--- src/rtl/qenc_pkg.sv ---
// Shared definitions for the quadrature encoder bank: detent FSM state
// encoding, resolution selectors and the Gray-code position helper.
package qenc_pkg;

  typedef enum logic [2:0] {
    ST_IDLE   = 3'd0,
    ST_CW1    = 3'd1,
    ST_CW2    = 3'd2,
    ST_CW3    = 3'd3,
    ST_CCW1   = 3'd4,
    ST_CCW2   = 3'd5,
    ST_CCW3   = 3'd6,
    ST_RESYNC = 3'd7
  } qenc_state_e;

  localparam int RES_DETENT = 1;
  localparam int RES_EDGE   = 4;

  // Position of a {A,B} code along the clockwise order 00,10,11,01.
  function automatic logic [1:0] gray_idx(input logic [1:0] code);
    logic [1:0] idx;
    case (code)
      2'b00:   idx = 2'd0;
      2'b10:   idx = 2'd1;
      2'b11:   idx = 2'd2;
      2'b01:   idx = 2'd3;
      default: idx = 2'd0;
    endcase
    return idx;
  endfunction

endpackage

--- src/rtl/qenc_channel.sv ---
// One encoder channel: 2-FF synchroniser, stability filter, detent/edge
// decoder and position counter. QENC_SATURATE_EN selects saturating counting.
module qenc_channel
  import qenc_pkg::*;
#(
  parameter int CNT_WIDTH  = 8,
  parameter int FILTER_LEN = 4,
  parameter int RES        = RES_DETENT
) (
  input  logic                 i_clk,
  input  logic                 i_rst,
  input  logic                 i_a,
  input  logic                 i_b,
  input  logic                 i_clr,
  output logic                 o_step,
  output logic                 o_step_cw,
  output logic [CNT_WIDTH-1:0] o_pos,
  output logic                 o_err
);

  localparam int FCW = $clog2(FILTER_LEN + 1);
  localparam logic [FCW-1:0] FMAX = FCW'(FILTER_LEN);
  localparam logic [FCW-1:0] FONE = FCW'(1);
  localparam logic [CNT_WIDTH-1:0] PONE = CNT_WIDTH'(1);
  localparam logic [CNT_WIDTH-1:0] PMAX = {CNT_WIDTH{1'b1}};
  localparam logic [CNT_WIDTH-1:0] PMIN = {CNT_WIDTH{1'b0}};

  logic [1:0]           sync1_q, sync1_d, sync2_q, sync2_d;
  logic [1:0]           cand_q, cand_d, filt_q, filt_d, last_q, last_d;
  logic [FCW-1:0]       fcnt_q, fcnt_d;
  qenc_state_e          state_q, state_d;
  logic [CNT_WIDTH-1:0] pos_q, pos_d;
  logic                 step_q, step_d, cw_q, cw_d, err_q, err_d;
  logic                 inc, dec, bad;
  logic [1:0]           delta;

  // Synchroniser and filter: a code is accepted once seen FILTER_LEN samples in a row.
  always_comb begin
    sync1_d = {i_a, i_b};
    sync2_d = sync1_q;
    cand_d  = sync2_q;
    fcnt_d  = fcnt_q;
    if (sync2_q != cand_q) begin
      fcnt_d = FONE;
    end else if (fcnt_q != FMAX) begin
      fcnt_d = fcnt_q + FONE;
    end else begin
      fcnt_d = fcnt_q;
    end
    if (fcnt_d == FMAX) begin
      filt_d = sync2_q;
    end else begin
      filt_d = filt_q;
    end
    last_d = filt_q;
  end

  // Decoder: full-detent FSM, or per-edge Gray stepping against the previous code.
  always_comb begin
    state_d = state_q;
    inc     = 1'b0;
    dec     = 1'b0;
    bad     = 1'b0;
    delta   = gray_idx(filt_q) - gray_idx(last_q);
    if (RES == RES_EDGE) begin
      state_d = ST_IDLE;
      case (delta)
        2'd1:    inc = 1'b1;
        2'd3:    dec = 1'b1;
        2'd2:    bad = 1'b1;
        default: inc = 1'b0;
      endcase
    end else begin
      case (state_q)
        ST_IDLE: case (filt_q)
          2'b10:   state_d = ST_CW1;
          2'b01:   state_d = ST_CCW1;
          2'b11:   begin bad = 1'b1; state_d = ST_RESYNC; end
          default: state_d = ST_IDLE;
        endcase
        ST_CW1: case (filt_q)
          2'b11:   state_d = ST_CW2;
          2'b00:   state_d = ST_IDLE;
          2'b01:   begin bad = 1'b1; state_d = ST_RESYNC; end
          default: state_d = ST_CW1;
        endcase
        ST_CW2: case (filt_q)
          2'b01:   state_d = ST_CW3;
          2'b10:   state_d = ST_CW1;
          2'b00:   begin bad = 1'b1; state_d = ST_RESYNC; end
          default: state_d = ST_CW2;
        endcase
        ST_CW3: case (filt_q)
          2'b00:   begin inc = 1'b1; state_d = ST_IDLE; end
          2'b11:   state_d = ST_CW2;
          2'b10:   begin bad = 1'b1; state_d = ST_RESYNC; end
          default: state_d = ST_CW3;
        endcase
        ST_CCW1: case (filt_q)
          2'b11:   state_d = ST_CCW2;
          2'b00:   state_d = ST_IDLE;
          2'b10:   begin bad = 1'b1; state_d = ST_RESYNC; end
          default: state_d = ST_CCW1;
        endcase
        ST_CCW2: case (filt_q)
          2'b10:   state_d = ST_CCW3;
          2'b01:   state_d = ST_CCW1;
          2'b00:   begin bad = 1'b1; state_d = ST_RESYNC; end
          default: state_d = ST_CCW2;
        endcase
        ST_CCW3: case (filt_q)
          2'b00:   begin dec = 1'b1; state_d = ST_IDLE; end
          2'b11:   state_d = ST_CCW2;
          2'b01:   begin bad = 1'b1; state_d = ST_RESYNC; end
          default: state_d = ST_CCW3;
        endcase
        ST_RESYNC: begin
          if (filt_q == 2'b00) begin
            state_d = ST_IDLE;
          end else begin
            state_d = ST_RESYNC;
          end
        end
        default: state_d = ST_IDLE;
      endcase
    end
  end

  // Position counter, step pulse, direction and sticky error; clear overrides counting.
  always_comb begin
    pos_d  = pos_q;
    cw_d   = cw_q;
    err_d  = err_q;
    step_d = inc | dec;
    if (inc) begin
      cw_d = 1'b1;
`ifdef QENC_SATURATE_EN
      if (pos_q != PMAX) begin
        pos_d = pos_q + PONE;
      end else begin
        pos_d = pos_q;
      end
`else
      pos_d = pos_q + PONE;
`endif
    end else if (dec) begin
      cw_d = 1'b0;
`ifdef QENC_SATURATE_EN
      if (pos_q != PMIN) begin
        pos_d = pos_q - PONE;
      end else begin
        pos_d = pos_q;
      end
`else
      pos_d = pos_q - PONE;
`endif
    end else begin
      pos_d = pos_q;
    end
    if (i_clr) begin
      pos_d = PMIN;
      err_d = 1'b0;
    end else if (bad) begin
      err_d = 1'b1;
    end else begin
      err_d = err_q;
    end
  end

  // State registers with synchronous reset.
  always_ff @(posedge i_clk) begin
    if (i_rst) begin
      sync1_q <= 2'b00;
      sync2_q <= 2'b00;
      cand_q  <= 2'b00;
      fcnt_q  <= FMAX;
      filt_q  <= 2'b00;
      last_q  <= 2'b00;
      state_q <= ST_IDLE;
      pos_q   <= PMIN;
      step_q  <= 1'b0;
      cw_q    <= 1'b0;
      err_q   <= 1'b0;
    end else begin
      sync1_q <= sync1_d;
      sync2_q <= sync2_d;
      cand_q  <= cand_d;
      fcnt_q  <= fcnt_d;
      filt_q  <= filt_d;
      last_q  <= last_d;
      state_q <= state_d;
      pos_q   <= pos_d;
      step_q  <= step_d;
      cw_q    <= cw_d;
      err_q   <= err_d;
    end
  end

  assign o_step    = step_q;
  assign o_step_cw = cw_q;
  assign o_pos     = pos_q;
  assign o_err     = err_q;

endmodule

--- src/rtl/quad_encoder_bank.sv ---
// Multi-channel quadrature decoder bank: one qenc_channel per encoder, buses
// sliced per channel. Define QENC_SATURATE_EN for saturating positions.
module quad_encoder_bank
  import qenc_pkg::*;
#(
  parameter int CHANNELS   = 2,
  parameter int CNT_WIDTH  = 8,
  parameter int FILTER_LEN = 4,
  parameter int RES        = RES_DETENT
) (
  input  logic                          i_clk,
  input  logic                          i_rst,
  input  logic [CHANNELS-1:0]           i_phase_a,
  input  logic [CHANNELS-1:0]           i_phase_b,
  input  logic [CHANNELS-1:0]           i_clr,
  output logic [CHANNELS-1:0]           o_step,
  output logic [CHANNELS-1:0]           o_step_cw,
  output logic [CHANNELS*CNT_WIDTH-1:0] o_pos,
  output logic [CHANNELS-1:0]           o_err
);

  for (genvar g = 0; g < CHANNELS; g++) begin : g_ch
    qenc_channel #(
      .CNT_WIDTH (CNT_WIDTH),
      .FILTER_LEN(FILTER_LEN),
      .RES       (RES)
    ) u_ch (
      .i_clk    (i_clk),
      .i_rst    (i_rst),
      .i_a      (i_phase_a[g]),
      .i_b      (i_phase_b[g]),
      .i_clr    (i_clr[g]),
      .o_step   (o_step[g]),
      .o_step_cw(o_step_cw[g]),
      .o_pos    (o_pos[g*CNT_WIDTH +: CNT_WIDTH]),
      .o_err    (o_err[g])
    );
  end

endmodule

--- config.mk ---
export PLATFORM = sky130hd
export DESIGN_NAME = quad_encoder_bank
export DESIGN_NICKNAME = d
export VERILOG_FILES = /design/src/rtl/qenc_pkg.sv /design/src/rtl/qenc_channel.sv /design/src/rtl/quad_encoder_bank.sv
export SDC_FILE = /design/constraint.sdc
export NUM_CORES = 1
export LEC_CHECK = 0
export CAP_MARGIN = 20
export CORE_MARGIN = 2
export CORE_UTILIZATION = 31
export CTS_BUF_LIST = sky130_fd_sc_hd__clkbuf_2 sky130_fd_sc_hd__clkbuf_4 sky130_fd_sc_hd__clkbuf_8
export CTS_CLUSTER_SIZE = 14
export DETAILED_ROUTE_END_ITERATION = 10
export PLACE_DENSITY = 0.47
export SETUP_SLACK_MARGIN = 0.1
export SLEW_MARGIN = 20
export SYNTH_ARGS = -nofsm -noshare
export SYNTH_HDL_FRONTEND = slang
export SYNTH_SLANG_ARGS = --single-unit
--- constraint.sdc ---
create_clock -name i_clk -period 2.7 [get_ports i_clk]
set_input_delay 0.675 -clock i_clk [delete_from_list [all_inputs] [get_ports i_clk]]
set_output_delay 0.675 -clock i_clk [all_outputs]
set_load 0.005 [all_outputs]
==> flow_summary_export.csv <==
group,metric,value,unit
global_routing,grt_use_total,0.127,
synthesis,synth_top_area_frac,0.308,
floorplanning,die_area,11300,um^2
global_routing,grt_pass1_wl,11800,um
clocking,clockRootBuffer,"clkbuf_8",
clocking,cts_inserted_buffers,5,
synthesis,synth_seq_cells,50,
layout,layout-drive-gt1-share,0.0980,
power_and_ir_drop,total_leakage_power,1.54,nW
synthesis,synthCells,382,
route,avgViaCountPerCell,4.90,
synthesis,synth_nets,425,
clocking,cts.sinks,50,
route,drtPass1Iterations,4,
sta,hold_viol_final,0,
floorplanning,fp.dieH,106,um
floorplanning,num_rows,37,
setup_path,critPathSlowestCell,"or3_1",
synthesis,yosysTopAreaCell,"dfxtp_1",
setup_path,slowest_delay,0.39,ns
clocking,cts_tree,"built",
setup_path,startpoint_type,"flip-flop",
power_and_ir_drop,fin_total_pwr,2.65,mW
floorplanning,core_area,10200,um^2
setup_path,end_kind,"flip-flop",
layout,diodes,0,
synthesis,ys.flop_type,"dfxtp_1",
sta,slew_headroom,0.617,
route,detail-route-antenna-nets,0,
synthesis,synth-edff-count,0,
sta,tns,0,ns
setup_path,worstPathMaxFanout,8,
route,drc,0,
clocking,cts_hold_buffers,0,
global_routing,overflow,0,
layout,stdcell_count,544,
setup_path,setup.worst_path.class,"flip-flop to flip-flop",
layout,seq_area,1000,um^2
route,drtIter0Drc,78,
synthesis,syn_area_per_cell,8.51,um^2
layout,nets,450,
placement,placed_cells,536,
sta,setup_violations,0,
route,vias,2664,
synthesis,synth_seq_area_share,0.308,
setup_path,ff2ff_setup_slack,0.27,ns
clocking,clk_path_buf_depth,2,
synthesis,syn_area,3250,um^2
sta,drv_slew,0,
layout,fill_cells,1061,
layout,area_growth_syn_to_layout,18.4,%
synthesis,synth.distinct_cells,53,
route,drt-total-wl,6900,um
sta,finClkSkew,0.0161,ns
worst_hold_path,hold_path.class,"flip-flop to flip-flop",
placement,place_congestion,0.783,
global_routing,antenna_found_initial,0,
power_and_ir_drop,peakVddDrop,0.220,mV
placement,port_buffers,29,
floorplanning,io_pins,30,
route,wire_per_inst,12.7,um
floorplanning,initial_core_util,0.318,
global_routing,grt_pass1_vias,2552,
setup_path,critical_path.cell_chain,"inv_1 > ha_1 > nand3_1 > nor2_1 > inv_2 > ha_1 > a21oi_1 > a21oi_1 > or3_1 > a21o_1 > a21oi_1",
sta,period_minus_slack,2.43,ns
setup_path,arrival,2.67,ns
global_routing,grt_max_degree,24,
sta,fmax,412,MHz
clocking,path_clk_slew,0.10,ns
outcome,status,"completed",
layout,layout_commonest_cell,"dfxtp_1",
sta,rsz0062_at_grt,"yes",
synthesis,ys_top_cells_by_area,"dfxtp_1 31%, ha_1 13%, mux2i_1 5.2%, a21oi_1 4.2%, nor2_1 4.0%",
sta,tightest_slew,0.574,ns
sta,fin_crit_sh,0.898,
setup_path,cp.required,2.95,ns
power_and_ir_drop,power.density,689,nW/um^2
clocking,h-tree-depth,2,
layout,final_cell_mix,"50 x dfxtp_1, 35 x nor2_1, 31 x ha_1, 30 x nand2_1, 29 x clkdlybuf4s50_1",
setup_path,cpMostUsedCell,"a21oi_1",
job,max-cap-violations,0,
clocking,insertion_delay,0.31,ns
synthesis,yosys_warnings,0,
floorplanning,die_x,106,um
layout,multiInputGateArea,2050,um^2
synthesis,synth-async-reset-ratio,0,
placement,dp.final_hpwl,5030,um
worst max-delay path: cells and delay by family (launching register included):
family | cells | cell delay [ns]
AND/OR/NAND/NOR | 3 | 0.68
adder cells (fa/ha/maj) | 2 | 0.53
buffers and inverters | 2 | 0.25
AO/OA/AOI/OAI | 4 | 0.60
flip-flops | 1 | 0.31
cell usage after synthesis, drive strengths merged, types with 5 or more instances:
master	instances
a21o	7
a21oi	29
a221oi	6
a31oi	5
buf	21
clkbuf	6
dfxtp	50
ha	33
inv	20
mux2i	17
nand2	31
nand2b	6
nand3	13
nor2	35
nor2b	15
o21ai	15
or3	6
xnor2	12
xor2	5
what timing repair did:
action / in CTS / in global routing
endpoints found under the setup margin: 0 / 5
setup buffers: 0 / 0
endpoints found under the hold margin: 0 / 0
gates resized for setup: 0 / 8
metrics by stage:
stage	util	setup WS (ns)	cell area (um^2)	hold WS, ns
6_report	0.376	0.274	3850	0.444
5_1_grt	0.376	0.0166	3850	0.473
4_1_cts	0.372	0.169	3810	0.449
3_5_place_dp	0.358	0.174	3660	0.420
3_3_place_gp	0.358	0.255	3660	0.429
2_1_floorplan	-	0.187	3250	0.414
state kept, by name, summed over array words and instances, names as in the netlist:
signal	cells
g_ch.u_ch.o_pos	16
g_ch.u_ch.fcnt_q	6
g_ch.u_ch.state_q	6
g_ch.u_ch.cand_d	4
g_ch.u_ch.cand_q	4
g_ch.u_ch.filt_q	4
g_ch.u_ch.sync1_q	4
g_ch.u_ch.o_err	2
g_ch.u_ch.o_step	2
g_ch.u_ch.o_step_cw	2
cell families (layout without fill, tap and decap cells):
logic type	Yosys count	in the layout	share of synthesized area
AO/OA/AOI/OAI	86	86	0.176
XOR/XNOR	17	17	0.0458
adder cells (fa/ha/maj)	35	35	0.139
buffers and inverters	47	73	0.0739
flip-flops	50	50	0.308
multiplexers	19	19	0.0593
AND/OR/NAND/NOR	128	128	0.198
layout make-up:
type                    instances  area share
clock buffers                   6      0.0215
well taps                     136      0.0442
clock inverters                 2      0.0156
repair buffers                 45       0.107
multi-input cells             285       0.532
inverters                      20      0.0195
flip-flops and latches         50       0.260
worst paths after layout:
path	end	startpoint	cells past startpoint
min reg2reg	g_ch[1].u_ch.cand_d[0]	g_ch[1].u_ch.sync1_q[0]	1
max reg2reg	g_ch[0].u_ch.o_pos[7]	g_ch[0].u_ch.filt_q[0]	11
min	g_ch[1].u_ch.cand_d[0]	g_ch[1].u_ch.sync1_q[0]	1
max	g_ch[0].u_ch.o_pos[7]	g_ch[0].u_ch.filt_q[0]	11
routing by layer:
layer / global-route usage / part of all wire
met1: 0.167 / 0.49
met2: 0.210 / 0.47
met3: 0.0239 / 0.030
met4: 0.0395 / 0.0086
met5: 0 / 0
report_power, final:
group	leakage [nW]	internal, mW	switching, mW
Combinational	1.06	0.502	0.596
Clock	0.0714	0.396	0.265
Sequential	0.407	0.827	0.0639
(Power assumes the default switching activity.)
